### src/rtl/chess_board_update.sv
// Board-state register for the chess engine: holds every piece's square and alive bit,
// and applies one confirmed move (with capture scan) per en rising edge.
module chess_board_update (
  input  logic        clk,
  input  logic        RST,
  input  logic        en,
  input  logic        player,
  input  logic [5:0]  move_input,
  input  logic [3:0]  piece_number,
  output logic [95:0] location_vectors_w,
  output logic [95:0] location_vectors_b,
  output logic [15:0] alive_vectors_w,
  output logic [15:0] alive_vectors_b,
  output logic [1:0]  dbg_state,
  output logic        output_player,
  output logic        done
);

  typedef enum logic [1:0] {
    IDLE   = 2'd0,
    SCAN   = 2'd1,
    UPDATE = 2'd2,
    DONE   = 2'd3
  } state_t;

  state_t      state;
  state_t      next_state;

  logic        en_prev;
  logic        en_rise;

  logic        lat_player;
  logic [3:0]  lat_piece;
  logic [5:0]  lat_dest;

  logic [3:0]  scan_idx;
  logic        cap_vld;
  logic [3:0]  cap_idx;

  logic [5:0]  loc_w [16];
  logic [5:0]  loc_b [16];
  logic [15:0] alive_w;
  logic [15:0] alive_b;

  logic        opp_alive;
  logic [5:0]  opp_sq;
  logic        scan_hit;
  logic        mover_alive;

  // Starting square {row, col} of piece idx for the given side (0 white, 1 black).
  function automatic logic [5:0] init_sq(input logic side, input logic [3:0] idx);
    logic [2:0] row;
    logic [2:0] col;
    case (idx)
      4'd8:    col = 3'd0;
      4'd9:    col = 3'd7;
      4'd10:   col = 3'd1;
      4'd11:   col = 3'd6;
      4'd12:   col = 3'd2;
      4'd13:   col = 3'd5;
      4'd14:   col = 3'd3;
      4'd15:   col = 3'd4;
      default: col = idx[2:0];
    endcase
    if (idx[3]) row = side ? 3'd7 : 3'd0;
    else        row = side ? 3'd6 : 3'd1;
    return {row, col};
  endfunction

  assign en_rise     = en & ~en_prev;
  assign opp_alive   = lat_player ? alive_w[scan_idx] : alive_b[scan_idx];
  assign opp_sq      = lat_player ? loc_w[scan_idx]   : loc_b[scan_idx];
  assign scan_hit    = opp_alive && (opp_sq == lat_dest);
  assign mover_alive = lat_player ? alive_b[lat_piece] : alive_w[lat_piece];

  always_ff @(posedge clk or negedge RST) begin
    if (!RST) state <= IDLE;
    else      state <= next_state;
  end

  always_comb begin
    next_state = state;
    case (state)
      IDLE:    if (en_rise) next_state = SCAN;
      SCAN:    if (scan_idx == 4'd15) next_state = UPDATE;
      UPDATE:  next_state = DONE;
      DONE:    next_state = IDLE;
      default: next_state = IDLE;
    endcase
  end

  always_ff @(posedge clk or negedge RST) begin
    if (!RST) begin
      en_prev       <= 1'b0;
      lat_player    <= 1'b0;
      lat_piece     <= 4'd0;
      lat_dest      <= 6'd0;
      scan_idx      <= 4'd0;
      cap_vld       <= 1'b0;
      cap_idx       <= 4'd0;
      alive_w       <= '1;
      alive_b       <= '1;
      output_player <= 1'b0;
      done          <= 1'b0;
      for (int i = 0; i < 16; i++) begin
        loc_w[i] <= init_sq(1'b0, i[3:0]);
        loc_b[i] <= init_sq(1'b1, i[3:0]);
      end
    end else begin
      en_prev <= en;
      done    <= (state == UPDATE);
      case (state)
        IDLE: begin
          if (en_rise) begin
            lat_player <= player;
            lat_piece  <= piece_number;
            lat_dest   <= move_input;
            scan_idx   <= 4'd0;
            cap_vld    <= 1'b0;
          end
        end
        SCAN: begin
          // Later matches overwrite earlier ones, so the highest matching index wins.
          if (scan_hit) begin
            cap_vld <= 1'b1;
            cap_idx <= scan_idx;
          end
          scan_idx <= scan_idx + 4'd1;
        end
        UPDATE: begin
          if (mover_alive) begin
            if (lat_player) begin
              loc_b[lat_piece] <= lat_dest;
              if (cap_vld) alive_w[cap_idx] <= 1'b0;
            end else begin
              loc_w[lat_piece] <= lat_dest;
              if (cap_vld) alive_b[cap_idx] <= 1'b0;
            end
            output_player <= ~lat_player;
          end
        end
        default: ;
      endcase
    end
  end

  always_comb begin
    location_vectors_w = '0;
    location_vectors_b = '0;
    for (int i = 0; i < 16; i++) begin
      location_vectors_w[6*i +: 6] = loc_w[i];
      location_vectors_b[6*i +: 6] = loc_b[i];
    end
  end

  assign alive_vectors_w = alive_w;
  assign alive_vectors_b = alive_b;
  assign dbg_state       = state;

endmodule

### config.mk
export PLATFORM = sky130hd
export DESIGN_NAME = chess_board_update
export DESIGN_NICKNAME = d
export VERILOG_FILES = /design/src/rtl/chess_board_update.sv
export SDC_FILE = /design/constraint.sdc
export NUM_CORES = 1
export LEC_CHECK = 0
export ABC_AREA = 1
export CORE_ASPECT_RATIO = 0.75
export CORE_MARGIN = 10
export CORE_UTILIZATION = 47
export DETAILED_ROUTE_END_ITERATION = 8
export GPL_TIMING_DRIVEN = 0
export MAX_ROUTING_LAYER = met4
export PLACE_DENSITY = 0.74
export SLEW_MARGIN = 20
export SYNTH_ARGS = -nofsm -noshare
export SYNTH_HDL_FRONTEND = slang
export SYNTH_SLANG_ARGS = --single-unit
export TNS_END_PERCENT = 1
### constraint.sdc
create_clock -name clk -period 1.8 [get_ports clk]
set_input_delay 0.27 -clock clk [delete_from_list [all_inputs] [get_ports clk]]
set_output_delay 0.27 -clock clk [all_outputs]
set_load 0.02 [all_outputs]
==> results.toml <==
[yosys]
synth_common_cells = "nand2_1, nand3_1, o21ai_0"
synth_seq_area_share_pct = 53.16
synth_seq_cells = 249
yosys_warnings = 0
synth_area_mm2 = 0.01202
synth_area_leaders = "dfstp_2, dfrtp_1, nand2_1"
async_flop_share_pct = 100.0
synth-main-ff-cell = "dfstp_2"
syn-num-nets = 1535
syn_area_per_cell_um2 = 7.930
synth_top_area_share_pct = 27.98
synthDistinctLibCells = 23
synth_edf_count = 0
yosysMostFrequentCell = "nand2_1"
netlist_instances = 1516
yosysTopAreaCell = "dfstp_2"

[placed_design]
place_hpwl_um = 38130
place_area_mm2 = 0.01492
gp_congestion = 1.031
portBuffers = 241
placedCellCount = 2097

[die]
die_x_um = 204.7
fp.dieArea_mm2 = 0.03244
die_h_um = 158.5
start_util_pct = 47.92
rows = 50
core-area_mm2 = 0.02509
io_pins = 242

[timing]
rsz0062_at_grt = "yes"
final.setup.tns_ns = -68.43
slew_viol_final = 0
finalCritPeriodShare_pct = 134.2
hold_viol = 0
layout_setup_ws_ns = -0.6148
fmax_mhz = 414.1
fin_skew_ns = 0.02348
finalSetupViolations = 229
max-slew-margin-rel_pct = 47.91
tightestPinTransition_ns = 0.7814
layout_min_cycle_time_ns = 2.415

[finish]
insertedDiodeCount = 0
syn_to_final_growth_pct = 35.53
instances_no_fill = 2157
drive_above_1_share_pct = 19.41
final_util_pct = 64.95
fin_area_mm2 = 0.01629
final_nets = 1818

[outcome]
violations = "negative setup slack"
status = "finished, violations left"

[route]
route.detailed.drc = 0
wl_um = 52390
ant_nets = 0
routedWlPerCell_um = 24.29
drt_iter0_drc = 1683
vias_per_cell = 5.860
dr.pass1.iters = 8
vias = 12640

[power]
total_power_w = 0.01984
switching_share_pct = 42.89
power.switching_w = 0.008511
combPwrFrac_pct = 42.2
peakVddDrop_mv = 0.9011
seqPwrFrac_pct = 30.1
internal_power_w = 0.01133
power_frac_clock_pct = 27.6
p_leak_nw = 7.846
power_density_mw_per_mm2 = 1218

[clock_network]
root_buffer = "clkbuf_16"
clock-sinks = 249
cts_tree = "done"
cts_buffers = 26
path_clk_slew_ns = 0.06
clockBufferDepth = 3
clk_latency_ns = 0.55
htreeDepth = 1

[worst_setup_path]
slowest_stage = "dfrtp_1"
critPathKind = "reg -> reg"
reg2reg_from = "scan_idx[2]"
arrival_ns = 2.85
cp_common_cell = "nand2_1"
endpoint_kind = "flop"
startpoint_type = "flop"
required_ns = 2.23
crit_chain = "buf_2, inv_4, buf_4, nand3_1, nand2_2, nand2_1, nand3_2, nand2_1, nand2_1, nand2_1, nor2_1, nand2_1, nor2_4, nand2_2, nand2_1, nand2_1"
startpoint = "scan_idx[2]"
critPathMaxStageDelay_ns = 0.39
cp_max_fo = 10

[hold_path]
hold_path.startpoint = "en"
hold_path_class = "in -> reg"

[grt]
grt_pass1_vias = 11790
grt_use_total_pct = 32.56
grt_pass1_wl_um = 76820
overflow = 0
antenna_found_initial = 0
grt_max_degree = 99

[flow_run]
cap_violations = 0
## layout make-up
| class | count | area, um2 |
|---|---|---|
| fill | 2136 | 8793 |
| sequential | 249 | 6391 |
| multi-input combinational | 1093 | 5046 |
| timing repair buffer | 255 | 2302 |
| buffer | 109 | 1001 |
| clock buffer | 38 | 775.7 |
| tap | 338 | 422.9 |
| inverter | 65 | 264.0 |
| clock inverter | 10 | 90.09 |
## metrics by stage
step	setup slack, ns	hold WS [ns]
2_1_floorplan	-0.09888	-0.02559
3_3_place_gp	-9.809	0.4703
3_5_place_dp	-0.9057	0.3294
4_1_cts	-0.5425	0.2355
5_1_grt	-0.7476	0.2408
6_report	-0.6148	0.2418
## critical path: cells and delay by family (launching register included)
kind | cells | cell delay, ns
AND/OR/NAND/NOR | 13 | 1.23
buffers and inverters | 3 | 0.67
flip-flops | 1 | 0.39
## per-layer routing
layer	GRT usage, %	share of wire [%]
met3	7.616	13
met4	9.814	3.3
met2	45.98	42
met1	45.57	42
met5	-	0
## worst paths after layout
kind,endpoint,slack (ns),cells after the start
worst max-delay path,cap_idx[1],-0.61,16
worst min-delay path,en_prev,0.24,1
worst max register to register,cap_idx[1],-0.61,16
worst min register to register,alive_vectors_w[7],0.48,2
max in group asynchronous,location_vectors_w[80],0.51,3
min in group asynchronous,location_vectors_b[72],0.35,2
## repair_timing
action | CTS | global route
setup buffers | 10 | 1
pin swaps | 14 | 18
setup endpoints to repair | 459 | 242
cloned | 1 | 0
resized for setup | 413 | 58
endpoints found under the hold margin | 25 | 0
hold buffers | 1 | 0
## logic make-up after synthesis
logic type | Yosys count | synth area share [%]
AO/OA/AOI/OAI | 271 | 11.46
AND/OR/NAND/NOR | 817 | 27.76
buffers and inverters | 174 | 7.098
flip-flops | 249 | 53.16
adder cells (fa/ha/maj) | 5 | 0.5204
## power groups by stage
| stage | clock network, W | registers (W) | logic (W) |
|---|---|---|---|
| detailed placement | 0 | 0.00607 | 0.00689 |
| global placement | 0 | 0.00607 | 0.00683 |
| finish | 0.00548 | 0.00598 | 0.00838 |
| CTS | 0.00546 | 0.00598 | 0.00779 |
| floorplan | 0 | 0.00606 | 0.00388 |
| global route | 0.00572 | 0.00600 | 0.00866 |
## registers in the layout, summed over array words and instances, names as in the netlist
| register | flops |
|---|---|
| alive_vectors_b | 16 |
| scan_idx | 4 |
| output_player | 1 |
| location_vectors_b | 96 |
| lat_player | 1 |
| dbg_state | 2 |
| location_vectors_w | 96 |
| alive_vectors_w | 16 |
| lat_piece | 4 |
| en_prev | 1 |
| lat_dest | 6 |
| cap_idx | 4 |
| done | 1 |
| cap_vld | 1 |
## layout by cell type, fill, tap and decap left out, types with 2 or more instances in the layout
master	count
buf_16	2
inv_2	3
nor2_2	2
nand3_1	173
dfstp_2	128
clkinv_2	8
nand2_2	31
buf_2	9
o22ai_2	4
buf_8	9
inv_4	3
o21ai_0	119
clkbuf_16	26
o22ai_1	13
o21ai_1	86
clkdlybuf4s50_1	13
buf_6	28
clkbuf_8	16
a21oi_1	48
nand3_2	28
dfrtp_1	121
buf_4	28
buf_12	8
inv_1	56
clkbuf_1	23
dlygate4sd2_1	226
nor2_1	54
clkbuf_2	6
nand4_1	3
clkbuf_4	5
ha_1	5
nand2_1	523
Note: power is estimated with default switching activity, not from simulation.
